**src/rtl/kb_event_fifo_if.sv**
```systemverilog
// Scan-byte input and key-event output bundle for kb_event_fifo.
// master = byte source / event consumer, slave = the decoder FIFO itself.
interface kb_event_fifo_if;
  logic       scan_done_tick;
  logic [7:0] scan_out;
  logic       rd_key_code;
  logic       clr_ovf;
  logic [7:0] key_code;
  logic       key_ext;
  logic       key_brk;
  logic       kb_buf_empty;
  logic       kb_buf_full;
  logic       kb_ovf;

  modport master (
    output scan_done_tick, scan_out, rd_key_code, clr_ovf,
    input  key_code, key_ext, key_brk, kb_buf_empty, kb_buf_full, kb_ovf
  );

  modport slave (
    input  scan_done_tick, scan_out, rd_key_code, clr_ovf,
    output key_code, key_ext, key_brk, kb_buf_empty, kb_buf_full, kb_ovf
  );
endinterface

```
**src/rtl/kb_event_fifo.sv**
```systemverilog
// PS/2 scan-code decoder (make/break/E0) feeding a first-word-fall-through
// event FIFO, with typematic-repeat filter, prefix timeout and overflow flag.
//
// state     | meaning
// S_IDLE    | no prefix pending
// S_EXT     | E0 seen
// S_BRK     | F0 seen
// S_EXT_BRK | E0 F0 seen
module kb_event_fifo #(
  parameter int W_SIZE        = 2,
  parameter int REPORT_MAKE   = 1,
  parameter int FILTER_REPEAT = 1,
  parameter int PREFIX_TO     = 50000
) (
  input logic            i_clk,
  input logic            i_reset,
  kb_event_fifo_if.slave kb
);

  localparam int DEPTH = 2 ** W_SIZE;
  localparam int TO_W  = (PREFIX_TO > 1) ? $clog2(PREFIX_TO) : 1;
  localparam logic [TO_W-1:0]   TO_LAST  = TO_W'((PREFIX_TO > 0) ? PREFIX_TO - 1 : 0);
  localparam logic [W_SIZE:0]   CNT_FULL = (W_SIZE + 1)'(DEPTH);

  typedef enum logic [1:0] {S_IDLE, S_EXT, S_BRK, S_EXT_BRK} state_t;

  state_t            r_state;
  state_t            w_state_nxt;
  logic [TO_W-1:0]   r_to_cnt;
  logic              w_to_hit;
  logic              w_ignored;
  logic              w_ev_valid;
  logic              w_ev_ext;
  logic              w_ev_brk;
  logic [9:0]        w_ev_word;

  logic [8:0]        r_last;
  logic              r_last_vld;
  logic              w_match;
  logic              w_make_new;
  logic              w_push;

  logic [9:0]        r_mem [DEPTH];
  logic [W_SIZE-1:0] r_wr_ptr;
  logic [W_SIZE-1:0] r_rd_ptr;
  logic [W_SIZE:0]   r_cnt;
  logic              r_ovf;
  logic              w_empty;
  logic              w_full;
  logic              w_pop;
  logic              w_wr;
  logic              w_ovf_set;

  always_comb begin
    w_ignored = 1'b0;
    case (kb.scan_out)
      8'hE1, 8'hAA, 8'hFA, 8'hFE, 8'hEE, 8'h00, 8'hFF: w_ignored = 1'b1;
      default:                                          w_ignored = 1'b0;
    endcase
  end

  // Timeout fires on the clock whose increment would reach PREFIX_TO.
  assign w_to_hit = (PREFIX_TO != 0) && (r_state != S_IDLE) && (r_to_cnt == TO_LAST);

  always_ff @(posedge i_clk) begin
    if (i_reset) begin
      r_state  <= S_IDLE;
      r_to_cnt <= '0;
    end else begin
      r_state <= w_state_nxt;
      if (kb.scan_done_tick || (r_state == S_IDLE) || w_to_hit) r_to_cnt <= '0;
      else                                                     r_to_cnt <= r_to_cnt + 1'b1;
    end
  end

  always_comb begin
    w_state_nxt = r_state;
    w_ev_valid  = 1'b0;
    w_ev_ext    = 1'b0;
    w_ev_brk    = 1'b0;
    if (kb.scan_done_tick) begin
      if (w_ignored) begin
        w_state_nxt = S_IDLE;
      end else if (kb.scan_out == 8'hE0) begin
        w_state_nxt = S_EXT;
      end else if (kb.scan_out == 8'hF0) begin
        w_state_nxt = ((r_state == S_EXT) || (r_state == S_EXT_BRK)) ? S_EXT_BRK : S_BRK;
      end else begin
        w_ev_valid  = 1'b1;
        w_ev_ext    = (r_state == S_EXT) || (r_state == S_EXT_BRK);
        w_ev_brk    = (r_state == S_BRK) || (r_state == S_EXT_BRK);
        w_state_nxt = S_IDLE;
      end
    end else if (w_to_hit) begin
      w_state_nxt = S_IDLE;
    end
  end

  assign w_ev_word  = {w_ev_ext, w_ev_brk, kb.scan_out};
  assign w_match    = r_last_vld && (r_last == {w_ev_ext, kb.scan_out});
  assign w_make_new = w_ev_valid && !w_ev_brk && !((FILTER_REPEAT != 0) && w_match);
  assign w_push     = (w_make_new && (REPORT_MAKE != 0)) || (w_ev_valid && w_ev_brk);

  always_ff @(posedge i_clk) begin
    if (i_reset) begin
      r_last     <= '0;
      r_last_vld <= 1'b0;
    end else if (w_make_new) begin
      r_last     <= {w_ev_ext, kb.scan_out};
      r_last_vld <= 1'b1;
    end else if (w_ev_valid && w_ev_brk && w_match) begin
      r_last_vld <= 1'b0;
    end
  end

  assign w_empty   = (r_cnt == '0);
  assign w_full    = (r_cnt == CNT_FULL);
  assign w_pop     = kb.rd_key_code && !w_empty;
  assign w_wr      = w_push && (!w_full || w_pop);
  assign w_ovf_set = w_push && w_full && !w_pop;

  always_ff @(posedge i_clk) begin
    if (w_wr) r_mem[r_wr_ptr] <= w_ev_word;
  end

  always_ff @(posedge i_clk) begin
    if (i_reset) begin
      r_wr_ptr <= '0;
      r_rd_ptr <= '0;
      r_cnt    <= '0;
      r_ovf    <= 1'b0;
    end else begin
      if (w_wr)  r_wr_ptr <= r_wr_ptr + 1'b1;
      if (w_pop) r_rd_ptr <= r_rd_ptr + 1'b1;
      case ({w_wr, w_pop})
        2'b10:   r_cnt <= r_cnt + 1'b1;
        2'b01:   r_cnt <= r_cnt - 1'b1;
        default: r_cnt <= r_cnt;
      endcase
      if (w_ovf_set)        r_ovf <= 1'b1;
      else if (kb.clr_ovf)  r_ovf <= 1'b0;
    end
  end

  // Head is masked while empty so the RAM needs no reset.
  assign kb.key_code     = w_empty ? 8'h00 : r_mem[r_rd_ptr][7:0];
  assign kb.key_brk      = w_empty ? 1'b0  : r_mem[r_rd_ptr][8];
  assign kb.key_ext      = w_empty ? 1'b0  : r_mem[r_rd_ptr][9];
  assign kb.kb_buf_empty = w_empty;
  assign kb.kb_buf_full  = w_full;
  assign kb.kb_ovf       = r_ovf;

endmodule

```
**src/flat_wrapper.sv**
```systemverilog
// flat-port wrapper written by rule: the top's interface ports become plain ports
module kb_event_fifo_flat 
#(
  parameter int W_SIZE        = 2,
  parameter int REPORT_MAKE   = 1,
  parameter int FILTER_REPEAT = 1,
  parameter int PREFIX_TO     = 50000
)
  (i_clk, i_reset, kb_scan_done_tick, kb_scan_out, kb_rd_key_code, kb_clr_ovf, kb_key_code, kb_key_ext, kb_key_brk, kb_kb_buf_empty, kb_kb_buf_full, kb_kb_ovf);
  kb_event_fifo_if kb_i ();
  input logic i_clk;
  input logic i_reset;
  input wire logic [$bits(kb_i.scan_done_tick)-1:0] kb_scan_done_tick;
  input wire logic [$bits(kb_i.scan_out)-1:0] kb_scan_out;
  input wire logic [$bits(kb_i.rd_key_code)-1:0] kb_rd_key_code;
  input wire logic [$bits(kb_i.clr_ovf)-1:0] kb_clr_ovf;
  output wire logic [$bits(kb_i.key_code)-1:0] kb_key_code;
  output wire logic [$bits(kb_i.key_ext)-1:0] kb_key_ext;
  output wire logic [$bits(kb_i.key_brk)-1:0] kb_key_brk;
  output wire logic [$bits(kb_i.kb_buf_empty)-1:0] kb_kb_buf_empty;
  output wire logic [$bits(kb_i.kb_buf_full)-1:0] kb_kb_buf_full;
  output wire logic [$bits(kb_i.kb_ovf)-1:0] kb_kb_ovf;
  assign kb_i.scan_done_tick = kb_scan_done_tick;
  assign kb_i.scan_out = kb_scan_out;
  assign kb_i.rd_key_code = kb_rd_key_code;
  assign kb_i.clr_ovf = kb_clr_ovf;
  assign kb_key_code = kb_i.key_code;
  assign kb_key_ext = kb_i.key_ext;
  assign kb_key_brk = kb_i.key_brk;
  assign kb_kb_buf_empty = kb_i.kb_buf_empty;
  assign kb_kb_buf_full = kb_i.kb_buf_full;
  assign kb_kb_ovf = kb_i.kb_ovf;
  kb_event_fifo #(.W_SIZE(W_SIZE), .REPORT_MAKE(REPORT_MAKE), .FILTER_REPEAT(FILTER_REPEAT), .PREFIX_TO(PREFIX_TO)) u_core (.i_clk(i_clk), .i_reset(i_reset), .kb(kb_i));
endmodule
```
**config.mk**
```make
export PLATFORM = sky130hd
export DESIGN_NAME = kb_event_fifo_flat
export DESIGN_NICKNAME = d
export VERILOG_FILES = /design/src/rtl/kb_event_fifo_if.sv /design/src/rtl/kb_event_fifo.sv /design/src/flat_wrapper.sv
export SDC_FILE = /design/constraint.sdc
export NUM_CORES = 1
export LEC_CHECK = 0
export BUFFER_PORTS_ARGS = -buffer_cell sky130_fd_sc_hd__buf_2
export CAP_MARGIN = 40
export CORE_AREA = 2 2 96 98
export CTS_BUF_LIST = sky130_fd_sc_hd__clkbuf_4 sky130_fd_sc_hd__clkbuf_8
export CTS_CLUSTER_DIAMETER = 40
export DETAILED_ROUTE_END_ITERATION = 8
export DIE_AREA = 0 0 98 100
export GPL_ROUTABILITY_DRIVEN = 0
export GPL_TIMING_DRIVEN = 0
export PLACE_DENSITY = 0.55
export SKIP_LAST_GASP = 1
export SLEW_MARGIN = 10
export SYNTH_ARGS = -nofsm -noshare
export SYNTH_HDL_FRONTEND = slang
export SYNTH_SLANG_ARGS = --single-unit
```
**constraint.sdc**
```tcl
create_clock -name i_clk -period 3.5 [get_ports i_clk]
set_clock_uncertainty 0.15 [all_clocks]
set_input_delay 0 -clock i_clk [delete_from_list [all_inputs] [get_ports i_clk]]
set_output_delay 0 -clock i_clk [all_outputs]
set_load 0.01 [all_outputs]
```
# ---- Word-level counts from Yosys, hierarchy flattened
# Memories as Yosys holds them, arrays and structs flattened. A register that Yosys moved wholly into a read port is not among the register bits.
# Cells that the tools add are included.
dict set report word_totals {
  register_bits 36
  ramBits 40
  in_bits 13
  out_inout_bits 13
  wordCells 92
  mem_count 1
}
dict set report classes {
  n_addsub 5
  n_eq_ne 16
  muxes 31
  reduce_logical 31
}
# memory words width read_ports rd_clocked_by_memory_dff wr line_no
set memory_table {}
lappend memory_table {u_core.r_mem 4 10 1 1 1 kb_event_fifo.sv:43} ;# logic [9:0] r_mem [DEPTH];
# cell n
set ops {}
lappend ops {{== test 8 bit (second input constant)} 8}
lappend ops {{two-way mux 1 bit} 22}
lappend ops {{adder 16 x 1 -> 16 bit (second input constant)} 1}
lappend ops {{== test 16 bit (second input constant)} 1}
lappend ops {{two-way mux 2 bit} 7}
lappend ops {{logical AND 1 bit} 10}
lappend ops {{nonzero test 2 bit} 5}
lappend ops {{== test 9 bit} 1}
lappend ops {{zero test 8 bit} 1}
lappend ops {{two-way mux 8 bit} 1}
lappend ops {{OR reduction 7 bit} 1}
lappend ops {{== test 2 bit (second input constant)} 3}
lappend ops {{logical OR 1 bit} 6}
lappend ops {{one-hot mux 3 bit (2 select lines)} 1}
lappend ops {{zero test 1 bit} 5}
lappend ops {{adder 2 x 1 -> 2 bit (second input constant)} 2}
lappend ops {{== test 2 x 1 -> 1 bit (second input constant)} 2}
lappend ops {{adder 3 x 1 -> 3 bit (second input constant)} 1}
lappend ops {{== test 3 bit (second input constant)} 1}
lappend ops {{zero test 3 bit} 1}
lappend ops {{subtractor 3 x 1 -> 3 bit (second input constant)} 1}
lappend ops {{zero test 2 bit} 1}
lappend ops {{OR reduction 2 bit} 1}

# ---- Depth between registers and ports, before layout
# Gate-level depths: netlist of the first run.
dict set report depth {
  ltp_word 14
  mapped_depth 12
  mapped_depth_nobuf 11
}

# ---- Worst setup path after synthesis of the first run
# OpenSTA, ideal clock, no wires.
dict set report synth_path {
  kind {register -> register}
  from {reg u_core.r_state[0]}
  to {reg u_core.r_cnt[2]}
  setup_time_ps 71
  arrival_ps 2428
  required_time_ps 3279
  path_slack_ps 852
  path_stages_with_launch 12
  path_buffers 0
  period_less_slack_ps 2648
  cell_sequence {dfxtp_1 > xnor2_1 > nand3_1 > nor4_1 > nor4_4 > inv_1 > ha_1 > inv_1 > fa_1 > xor2_1 > or3_1 > a21oi_1}
}
dict set report synth_between {
  elab_chain_len 14
  word_cells_on_any_way 26
  classes_between {eq/ne: 6; mux: 9; reduce/logical: 11}
}
# item line_no
set synth_rtl {}
lappend synth_rtl {{start: declaration} kb_event_fifo.sv:27} ;# state_t r_state;
lappend synth_rtl {{start signal: assignment} kb_event_fifo.sv:70} ;# r_state <= w_state_nxt;
lappend synth_rtl {{== test 2 x 1 -> 1 bit or == test 2 bit (tied branches)} {kb_event_fifo.sv:90, kb_event_fifo.sv:91}}
lappend synth_rtl {{logical OR 1 bit} kb_event_fifo.sv:90} ;# w_ev_ext = (r_state == S_EXT) || (r_state == S_EXT_BRK);
lappend synth_rtl {{two-way mux 1 bit} kb_event_fifo.sv:86} ;# end else if (kb.scan_out == 8'hF0) begin
lappend synth_rtl {{two-way mux 1 bit} kb_event_fifo.sv:84} ;# end else if (kb.scan_out == 8'hE0) begin
lappend synth_rtl {{two-way mux 1 bit} kb_event_fifo.sv:82} ;# if (w_ignored) begin
lappend synth_rtl {{two-way mux 1 bit} kb_event_fifo.sv:81} ;# if (kb.scan_done_tick) begin
lappend synth_rtl {{== test 9 bit} kb_event_fifo.sv:100} ;# assign w_match = r_last_vld && (r_last == {w_ev_ext, kb.scan_out});
lappend synth_rtl {{logical AND 1 bit} kb_event_fifo.sv:100}
lappend synth_rtl {{zero test 1 bit} kb_event_fifo.sv:101} ;# assign w_make_new = w_ev_valid && !w_ev_brk && !((FILTER_REPEAT != 0) && w_match);
lappend synth_rtl {{logical AND 1 bit} kb_event_fifo.sv:101}
lappend synth_rtl {{logical OR 1 bit *} kb_event_fifo.sv:102} ;# assign w_push = (w_make_new && (REPORT_MAKE != 0)) || (w_ev_valid && w_ev_brk);
lappend synth_rtl {{logical AND 1 bit *} kb_event_fifo.sv:119} ;# assign w_wr = w_push && (!w_full || w_pop);
lappend synth_rtl {{== test 2 x 1 -> 1 bit or == test 2 bit (tied branches)} kb_event_fifo.sv:135} ;# case ({w_wr, w_pop})
lappend synth_rtl {{one-hot mux 3 bit (2 select lines) or nonzero test 2 bit (tied branches)} -}
lappend synth_rtl {{end signal: assignment} kb_event_fifo.sv:136} ;# 2'b10: r_cnt <= r_cnt + 1'b1;
lappend synth_rtl {{end signal: assignment} kb_event_fifo.sv:137} ;# 2'b01: r_cnt <= r_cnt - 1'b1;
lappend synth_rtl {{end signal: assignment} kb_event_fifo.sv:138} ;# default: r_cnt <= r_cnt;
lappend synth_rtl {{end: declaration} kb_event_fifo.sv:46} ;# logic [W_SIZE:0] r_cnt;
# Every way passes the cells marked *; elsewhere a longest branch is shown, timed or not.
# A chain may end at the register's enable or synchronous reset.

# ---- Final worst setup path of the first run
dict set report layout_path {
  from {in kb_scan_out[4]}
  to {reg u_core.r_cnt[2]}
}
dict set report layout_between {
  elab_chain_len 13
  word_cells_on_any_way 36
  classes_between {eq/ne: 11; mux: 14; reduce/logical: 11}
}
# item line_no
set layout_rtl {}
lappend layout_rtl {{start: declaration} flat_wrapper.sv:14} ;# input wire logic [$bits(kb_i.scan_out)-1:0] kb_scan_out;
lappend layout_rtl {{== test 8 bit (tied with other cells)} kb_event_fifo.sv:56} ;# case (kb.scan_out)
lappend layout_rtl {{OR reduction 7 bit or two-way mux 1 bit (tied branches)} {kb_event_fifo.sv:56, kb_event_fifo.sv:86}}
lappend layout_rtl {{two-way mux 1 bit, on equally long branches} {kb_event_fifo.sv:56, kb_event_fifo.sv:84}}
lappend layout_rtl {{two-way mux 1 bit} kb_event_fifo.sv:82}
lappend layout_rtl {{two-way mux 1 bit} kb_event_fifo.sv:81}
lappend layout_rtl {{== test 9 bit} kb_event_fifo.sv:100}
lappend layout_rtl {{logical AND 1 bit} kb_event_fifo.sv:100}
lappend layout_rtl {{zero test 1 bit} kb_event_fifo.sv:101}
lappend layout_rtl {{logical AND 1 bit} kb_event_fifo.sv:101}
lappend layout_rtl {{logical OR 1 bit *} kb_event_fifo.sv:102}
lappend layout_rtl {{logical AND 1 bit *} kb_event_fifo.sv:119}
lappend layout_rtl {{== test 2 x 1 -> 1 bit or == test 2 bit (tied branches)} kb_event_fifo.sv:135}
lappend layout_rtl {{one-hot mux 3 bit (2 select lines) or nonzero test 2 bit (tied branches)} -}
# Marks and branches as above.

==> metrics, run 1 <==
status finished clean; CP top delay family simple AND/OR/NAND/NOR gates; Synth Warn # 0; Flop pwr share between 40% and 50%; f_max roughly 320 MHz; critical path capture point type flop; Worst Hold Class in2reg; Least-Margin Pin Slew between 0.6 and 0.7 ns; CTS tree done; CTS Buf Count 9; Sequential cell area ~2000 sq um; ANT cells 0; number of vias in the routed layout 2199; Slew Limit Fails 0; flop2flop setup slack about 0.52 ns; r2r endpoint u_core.r_cnt[2]; max_cap viols 0; Gate power share 24.3%; Clk Latency, worst-skew pair between 0.3 and 0.4 ns; crit-path max cell delay between 0.6 and 0.7 ns; P_int 0.00171 W; Max VDD drop between 200 and 250 uV; I/O Buffers 24; drt drc 0; Synth Area per Inst ~12 sq um; critical path cell sequence dlygate4sd3_1 > buf_2 > buf_2 > xnor2_1 > nand2_1 > nor4_1 > nor4_4 > inv_1 > ha_1 > inv_1 > fa_1 > xor2_1 > or3_1 > a21oi_1; Die ar. 9800 sq um; DR WL/cell between 10 and 15 um; Finished Layout Cells roughly 450; Clock Power Share between 30% and 40%; Detailed Route WL roughly 6400 um; Req. time, crit path 3.63 ns; clock slew at reported path FFs about 0.08 ns; vias per cell between 4 and 5; Leak about 1.4 nW; Die X between 90 and 100 um; synthesized area 3430 sq um; Final min period a little over 3 ns; drt pass-1 iters 4; hold path cells 3; initial drt markers 82; setup tns final 0 ns; area growth from synthesis to layout 17.1%; CTS Hold Bufs 11; initial antenna violation count 0; GRT Resource Usage Total approximately 14%; Synthesized Nets between 300 and 400; Bufs on Longest Clock Path 2; period utilization about 90%; Crit Path Category in2reg; CTS Root Cell clkbuf_8; Sw Share 27.8%; vias in the first global route between 2000 and 2500; CP arrival 3.21 ns; grt ovf 0; area of the multi-input gates 1390 sq um; startpoint types input pin; half-perimeter wire length after placement roughly 4400 um; largest net degree at the start of global routing 14; worst-path fanout max 8; Post-synth ARST share 0%; sequential area share after synthesis roughly 57%; clock sinks 78; Post-Synthesis Cells 283; Post-CTS Setup Bufs 0; die height 100 um; fin nets 349; layout cell share with drive strength beyond 1 approximately 18%; FP Rows 35; total number of H-tree levels 3; setup violators final 0; Worst Hold Path EP u_core.kb.kb_ovf; Sw Pwr around 0.00066 W; placed insts between 400 and 500; post-CTS sizing 0; RSZ-0062 raised after global routing false; core area 8890 sq um; normalized max-slew margin a little over half; reg-to-reg startpoint u_core.r_last[1]; final hold vios 0; Buf+Inv Stages, Crit Path 5; Initial Utilization about two fifths; DRT antenna net count 0; I/O pins 26; first-pass GRT wire length roughly 11000 um; hold_sp kb_rd_key_code; Worst R2R Path Depth 11; Post-synth EDFFs 40; critical path's slowest cell nor4_1; Most used DFF post-synth edfxtp_1; PwrDens 589 nW/um^2; Unique masters post-synth 44; Synth Register Bits 78; Fill cells between 800 and 900
[per-stage QoR]
stage / util (%) / hold slack (ns) / total power, W / area (sq um) / worst slack (ns)
2_1_floorplan: - / -0.0511 / 0.00148 / 3430 / 0.852
3_3_place_gp: 41.5 / 0.101 / 0.00165 / 3690 / 0.583
3_5_place_dp: 41.5 / 0.109 / 0.00167 / 3690 / 0.548
4_1_cts: 45.2 / 0.00709 / 0.00241 / 4020 / 0.423
5_1_grt: 45.2 / 0.00145 / 0.00251 / 4020 / 0.149
6_report: 45.2 / 0.0209 / 0.00237 / 4020 / 0.420
[cell type report]
class                      count  share of cell area [%]
sequential                    78                    48.8
clock buffer                  10                    3.27
buffer                         9                    1.09
inverter                       9                   0.841
clock inverter                 6                    2.15
tap                          111                    3.46
multi-input combinational    187                    34.7
timing repair buffer          35                    5.73
[cell families (layout without fill, tap and decap cells)]
group | Yosys count | count (layout) | share of synthesized area [%]
AO/OA/AOI/OAI | 19 | 19 | 4.34
AND/OR/NAND/NOR | 114 | 114 | 17.0
multiplexers | 20 | 20 | 9.62
flip-flops | 78 | 78 | 57.2
XOR/XNOR | 27 | 27 | 6.89
adder cells (fa/ha/maj) | 7 | 7 | 2.77
buffers and inverters | 18 | 69 | 2.26
[cell usage in the layout (no fill, tap or decap), drive strengths merged, types with 6 or more instances in the layout]
cell	n
nand2	26
and2	6
ha	6
inv	8
a21oi	6
dfxtp	38
buf	27
dlygate4sd3	11
nor2b	14
clkbuf	16
nand3	6
mux4	10
nor2	32
xnor2	17
xor2	10
edfxtp	40
mux2i	9
[sequential cells by signal (all words and copies together), names as in the netlist, named ones only]
register           flops
u_core.kb.kb_ovf       1
u_core.r_mem          40
u_core.r_last_vld      1
u_core.r_state         2
u_core.r_to_cnt       16
u_core.r_cnt           3
u_core.r_last          9
u_core.r_wr_ptr        2
u_core.r_rd_ptr        2
[worst max path at each step]
stage                                 end  cells after the start               from
after floorplan           u_core.r_cnt[2]                     11  u_core.r_state[0]
after global placement    u_core.r_cnt[2]                     11  u_core.r_state[0]
after detailed placement  u_core.r_cnt[2]                     11  u_core.r_state[0]
after CTS                 u_core.r_cnt[2]                     14     kb_scan_out[4]
after global routing      u_core.r_cnt[2]                     14     kb_scan_out[4]
final                     u_core.r_cnt[2]                     14     kb_scan_out[4]
[metal layers]
metal / vias up / GRT usage, % / wire, um
li1: 1099 / - / -
met1: 1064 / 18.4 / 3060
met2: 29 / 23.0 / 3110
met3: 7 / 3.69 / 180
met4: 0 / 6.41 / 85
met5: - / 0 / 0
[worst min-delay path: stages]
cell     delay, ns
buf_2         0.09
nor2b_1       0.10
a32o_1        0.27
[synth_stat cells, types with 2 or more instances]
cell type	instances	area [sq um]
nor3_1	5	25.0
ha_1	6	75.1
nand2_1	26	97.6
nand4_1	4	25.0
mux4_2	10	225
xor2_1	10	87.6
a21oi_1	5	25.0
o21ai_0	3	15.0
and2_1	6	37.5
nor2b_1	14	87.6
or3_1	3	18.8
edfxtp_1	40	1200
o41ai_1	2	17.5
nand3_1	6	30.0
nor4_1	4	25.0
dfxtp_1	38	761
buf_2	2	10.0
mux2i_1	9	90.1
inv_1	8	30.0
and3_1	5	31.3
xnor2_1	17	149
nand2b_1	3	18.8
nor2_1	31	116
clkbuf_1	6	22.5
[power by group through the flow]
stage	Combinational (W)	Sequential [W]	Clock (W)
2_1_floorplan	0.000403	0.00108	0
3_3_place_gp	0.000567	0.00109	0
3_5_place_dp	0.000578	0.00109	0
4_1_cts	0.000588	0.00107	0.000751
5_1_grt	0.000647	0.00107	0.000793
6_report	0.000575	0.00107	0.000728
(Power assumes the default switching activity.)
==> inputs of run 2 (changes only) <==
--- a/config.mk
+++ b/config.mk
@@ -7,6 +7,8 @@
 export LEC_CHECK = 0
 export BUFFER_PORTS_ARGS = -buffer_cell sky130_fd_sc_hd__buf_2
 export CAP_MARGIN = 40
+export CELL_PAD_IN_SITES_DETAIL_PLACEMENT = 1
+export CELL_PAD_IN_SITES_GLOBAL_PLACEMENT = 2
 export CORE_AREA = 2 2 96 98
 export CTS_BUF_LIST = sky130_fd_sc_hd__clkbuf_4 sky130_fd_sc_hd__clkbuf_8
 export CTS_CLUSTER_DIAMETER = 40
@@ -14,7 +16,7 @@
 export DIE_AREA = 0 0 98 100
 export GPL_ROUTABILITY_DRIVEN = 0
 export GPL_TIMING_DRIVEN = 0
-export PLACE_DENSITY = 0.55
+export PLACE_DENSITY = 0.75
 export SKIP_LAST_GASP = 1
 export SLEW_MARGIN = 10
 export SYNTH_ARGS = -nofsm -noshare
==> run 2 against run 1 <==
  * Setup slack gained 0.0071 ns
  * Non-clock buffer count is 1 higher
  * First-iteration DRC count down 13%
  * Count of clock-buffer cells in the layout is 1 lower
  * Final cell count up 0.22%
  * Final area fell by 0.72%
  * Critical endpoint unchanged
  * Core utilization fell by 0.32 points
==> metrics, run 2 (synthesized netlist as in run 1, its figures left out) <==
number of vias in the routed layout ~2300; RSZ-0062 raised after global routing false; final hold vios 0; Sw Pwr about 0.00071 W; P_int ~0.0016 W; first-pass GRT wire length between 10000 and 15000 um; setup violators final 0; Crit Path Category in2reg; Clk Latency, worst-skew pair roughly 0.36 ns; Detailed Route WL slightly above 7000 um; Req. time, crit path approximately 3.6 ns; I/O Buffers 24; Worst Hold Path EP u_core.r_rd_ptr[0]; PwrDens roughly 570 nW/um^2; CTS Hold Bufs 12; status finished clean; drt pass-1 iters 4; vias per cell about 5; startpoint types input pin; Slew Limit Fails 0; Worst Hold Class in2reg; normalized max-slew margin a little over half; CTS Buf Count 9; initial drt markers slightly above 70; Fill cells 959; Top Registers u_core.r_mem: 40 flops, u_core.r_to_cnt: 16 flops, u_core.r_last: 9 flops; Final min period approximately 3 ns; Largest Register u_core.r_mem; GRT Resource Usage Total roughly 16%; r2r endpoint u_core.r_cnt[2]; Die ar. 9800 sq um; half-perimeter wire length after placement 4980 um; Least-Margin Pin Slew 0.677 ns; clock sinks 78; CTS Root Cell clkbuf_8; DR WL/cell between 15 and 20 um; f_max roughly 330 MHz; Post-CTS Setup Bufs 0; grt ovf 0; hold_sp kb_rd_key_code; Die X ~100 um; clock slew at reported path FFs ~0.090 ns; flop2flop setup slack ~0.5 ns; die height 100 um; reg-to-reg startpoint u_core.r_last[1]; vias in the first global route 2348; layout cell share with drive strength beyond 1 17.6%; max_cap viols 0; Worst R2R Path Depth 11; core area 8890 sq um; most common cell after layout, fill and taps aside edfxtp_1; Max VDD drop around 170 uV; fin nets 350; placed insts 418; Gate power share around 26%; I/O pins 26; hold path cells 4; drt drc 0; critical path capture point type flop; ANT cells 0; Sw Share between 30% and 40%; CTS tree done; CP arrival between 3 and 4 ns; largest net degree at the start of global routing 16; Flop pwr share 47.1%; period utilization between 80% and 90%; DRT antenna net count 0; FP Rows 35; post-CTS sizing 0; area growth from synthesis to layout 16.3%; setup tns final 0 ns; max reg flops 40; Initial Utilization between 30% and 40%; Bufs on Longest Clock Path 2; commonest non-fill, non-tap cells in the layout edfxtp_1, dfxtp_1, nor2_1; total number of H-tree levels 3; Clock Power Share between 20% and 30%; worst-path fanout max 8; initial antenna violation count 0; Leak ~1.4 nW; Finished Layout Cells roughly 450
## run 2: changes by cell type in the layout (fill, tap and decap cells not counted), sizes merged
cell and change:
clkinv -1, bufinv -2, clkbuf -1, clkinvlp +1, dlygate4sd3 +1, inv +3
## run 2: power by group through the flow
stage / Sequential [W] / Clock [W] / Combinational (W)
4_1_cts: 0.00107 / 0.000639 / 0.000599
5_1_grt: 0.00108 / 0.000671 / 0.000652
3_3_place_gp: 0.00109 / 0 / 0.000564
3_5_place_dp: 0.00109 / 0 / 0.000583
2_1_floorplan: 0.00108 / 0 / 0.000403
6_report: 0.00107 / 0.000621 / 0.000583
## run 2: layout make-up
class	count	area (sq um)	share of cell area, %
Timing Repair Buffer	36	240	6.02
Clock inverter	7	55.1	1.38
Buffer	9	43.8	1.10
Multi-Input combinational cell	187	1390	34.9
Inverter	9	33.8	0.847
Sequential cell	78	1960	49.2
Clock buffer	9	124	3.10
Tap cell	111	139	3.48
## run 2: worst max-delay path by stage
stage / from / endpoint / slack (ns)
2_1_floorplan: u_core.r_state[0] / u_core.r_cnt[2] / 0.85
3_3_place_gp: u_core.r_state[0] / u_core.r_cnt[2] / 0.55
3_5_place_dp: u_core.r_last[1] / u_core.r_cnt[2] / 0.47
4_1_cts: kb_scan_out[4] / u_core.r_cnt[2] / 0.38
5_1_grt: kb_scan_out[4] / u_core.r_cnt[2] / 0.16
6_report: kb_scan_out[4] / u_core.r_cnt[2] / 0.43
## run 2: layer usage
metal  global-route usage, %  vias to the layer above  wire length (um)
li1                        -                     1096                 -
met1                    19.7                     1123              3360
met2                    26.5                       23              3480
met3                    2.72                       14               162
met4                    7.05                        0               136
met5                       0                        -                 0
## run 2: per-stage QoR
stage / utilization [%] / setup WS [ns] / hold slack [ns] / cell area (sq um) / power [W]
finish: 44.9 / 0.427 / 0.0216 / 3990 / 0.00227
global route: 44.9 / 0.159 / 0.0453 / 3990 / 0.00240
CTS: 44.9 / 0.382 / 0.0190 / 3990 / 0.00231
detailed placement: 41.5 / 0.474 / 0.0998 / 3690 / 0.00168
global placement: 41.5 / 0.555 / 0.100 / 3690 / 0.00165
floorplan: - / 0.852 / -0.0511 / 3430 / 0.00148
## run 2: worst max-delay path, stage by stage
cell	delay [ns]
dlygate4sd3_1	0.52
buf_2	0.15
buf_2	0.22
xnor2_1	0.14
nand2_1	0.10
nor4_1	0.60
nor4_4	0.15
inv_1	0.09
ha_1	0.19
inv_1	0.06
fa_1	0.38
xor2_1	0.16
or3_1	0.32
a21oi_1	0.14
==> inputs of run 3 (changes only) <==
--- a/config.mk
+++ b/config.mk
@@ -16,6 +16,7 @@
 export DIE_AREA = 0 0 98 100
 export GPL_ROUTABILITY_DRIVEN = 0
 export GPL_TIMING_DRIVEN = 0
+export HOLD_SLACK_MARGIN = 0.1
 export PLACE_DENSITY = 0.75
 export SKIP_LAST_GASP = 1
 export SLEW_MARGIN = 10
==> run 3 against run 2 <==
  * Hold slack improved by 0.26 ns
  * First-iteration DRC count fell by 8.5%
  * Die area did not move
  * Critical path type unchanged
  * Via count rose by 0.22%
  * Setup slack barely moved
  * Power barely moved
  * Highest routed layer unchanged
==> metrics, run 3 (synthesized netlist as in run 1, its figures left out) <==
Clock Power Share a little over a quarter; first-pass GRT wire length 11800 um; Leak roughly 1.4 nW; Worst Hold Class in2reg; area growth from synthesis to layout 16.6%; Req. time, crit path 3.64 ns; CP arrival 3.22 ns; Sw Pwr 0.000709 W; Detailed Route WL just over 7000 um; GRT Resource Usage Total between 10% and 20%; drt pass-1 iters 4; P_int approximately 0.0016 W; fin nets between 300 and 400; area of the multi-input gates approximately 1400 sq um; Die ar. about 9800 sq um; Crit Path Category in2reg; Die X 98 um; DRT antenna net count 0; initial antenna violation count 0; core area around 9000 sq um; Worst R2R Path Depth 11; post-layout power between 0.002 and 0.0025 W; Post-CTS Setup Bufs 0; f_max 325 MHz; max_cap viols 0; I/O pins 26; Fill cells approximately 960; Top Registers u_core.r_mem: 40 flops, u_core.r_to_cnt: 16 flops, u_core.r_last: 9 flops; setup violators final 0; largest net degree at the start of global routing 16; Clk Latency, worst-skew pair roughly 0.36 ns; most common cell after layout, fill and taps aside edfxtp_1; critical path capture point type flop; drt drc 0; CP Launch Point kb_scan_out[4]; max reg flops 40; FP Rows 35; half-perimeter wire length after placement about 5000 um; status finished clean; Largest Register u_core.r_mem; r2r endpoint u_core.r_cnt[2]; clock sinks slightly below 80; flop2flop setup slack 0.50 ns; PwrDens ~570 nW/um^2; Bufs on Longest Clock Path 2; DR WL/cell between 15 and 20 um; commonest non-fill, non-tap cells in the layout edfxtp_1, dfxtp_1, nor2_1; number of vias in the routed layout ~2300; Initial Utilization between 30% and 40%; Sequential cell area roughly 2000 sq um; reg-to-reg startpoint u_core.r_last[1]; Sw Share a little under a third; Final min period approximately 3 ns; worst-path fanout max 8; startpoint types input pin; final hold vios 0; ANT cells 0; CTS Root Cell clkbuf_8; Gate power share roughly 26%; normalized max-slew margin between 50% and 60%; hold path cells 2; CTS Buf Count 9; setup tns final 0 ns; die height roughly 100 um; CTS tree done; end point of the critical path u_core.r_cnt[2]; clock slew at reported path FFs ~0.090 ns; vias per cell slightly above 5; Slew Limit Fails 0; Max VDD drop approximately 170 uV; period utilization 87.8%; Flop pwr share between 40% and 50%; initial drt markers between 60 and 70; RSZ-0062 raised after global routing false; hold slack final between 0.2 and 0.3 ns; Least-Margin Pin Slew 0.677 ns; layout cell share with drive strength beyond 1 between 15 and 20%; I/O Buffers 24; vias in the first global route approximately 2400; final design utilization between 40 and 50%; grt ovf 0; total number of H-tree levels 3
-- run 3: cell types whose count changed in the layout (fill, tap and decap cells not counted) --
| cell | change |
|---|---|
| dlygate4sd3_1 | +1 |
-- run 3: how the worst min path moves through the flow --
stage / slack, ns / endpoint / from
2_1_floorplan: -0.05 / u_core.r_mem[0][0] / kb_scan_out[0]
3_3_place_gp: 0.10 / u_core.r_mem[0][4] / kb_scan_out[4]
3_5_place_dp: 0.1 / u_core.r_mem[1][4] / kb_scan_out[4]
4_1_cts: 0.28 / u_core.r_mem[0][4] / kb_scan_out[4]
5_1_grt: 0.30 / u_core.r_mem[0][4] / kb_scan_out[4]
6_report: 0.29 / u_core.r_mem[0][4] / kb_scan_out[4]
-- run 3: critical path, stage by stage --
cell and delay (ns):
dlygate4sd3_1 0.52, buf_2 0.15, buf_2 0.22, xnor2_1 0.14, nand2_1 0.09, nor4_1 0.60
nor4_4 0.15, inv_1 0.09, ha_1 0.19, inv_1 0.06, fa_1 0.38, xor2_1 0.16
or3_1 0.32, a21oi_1 0.14
-- run 3: final cells by class --
| cell class | count | area share, % |
|---|---|---|
| clock inverter | 7 | 1.38 |
| tap | 111 | 3.47 |
| clock buffer | 9 | 3.10 |
| buffer | 9 | 1.09 |
| sequential | 78 | 49.0 |
| inverter | 9 | 0.845 |
| multi-input combinational | 187 | 34.8 |
| timing repair buffer | 37 | 6.26 |
-- run 3: repair_timing --
item / in CTS / in global routing
setup endpoints to repair: 0 / 0
resized for setup: 0 / 0
endpoints found under the hold margin: 55 / 0
hold buffers: 13 / 0
-- run 3: per-stage QoR --
stage | setup slack (ns) | std cells | cell area, sq um
finish | 0.428 | 447 | 4000
global placement | 0.555 | 418 | 3690
global route | 0.159 | 447 | 4000
detailed placement | 0.474 | 418 | 3690
floorplan | 0.852 | 283 | 3430
CTS | 0.382 | 447 | 4000
-- run 3: metal layers --
layer  GRT usage, %  vias up  part of all wire (%)
met4           7.05        0                   1.9
met2           26.6       23                    49
li1               -     1098                     -
met1           19.7     1126                    47
met3           2.72       14                   2.3
met5              0        -                     0
-- run 3: power by group through the flow --
stage          Sequential, W  Combinational, W  Clock, W
6_report             0.00107          0.000584  0.000621
3_5_place_dp         0.00109          0.000583         0
5_1_grt              0.00108          0.000653  0.000671
2_1_floorplan        0.00108          0.000403         0
4_1_cts              0.00107          0.000599  0.000639
3_3_place_gp         0.00109          0.000564         0
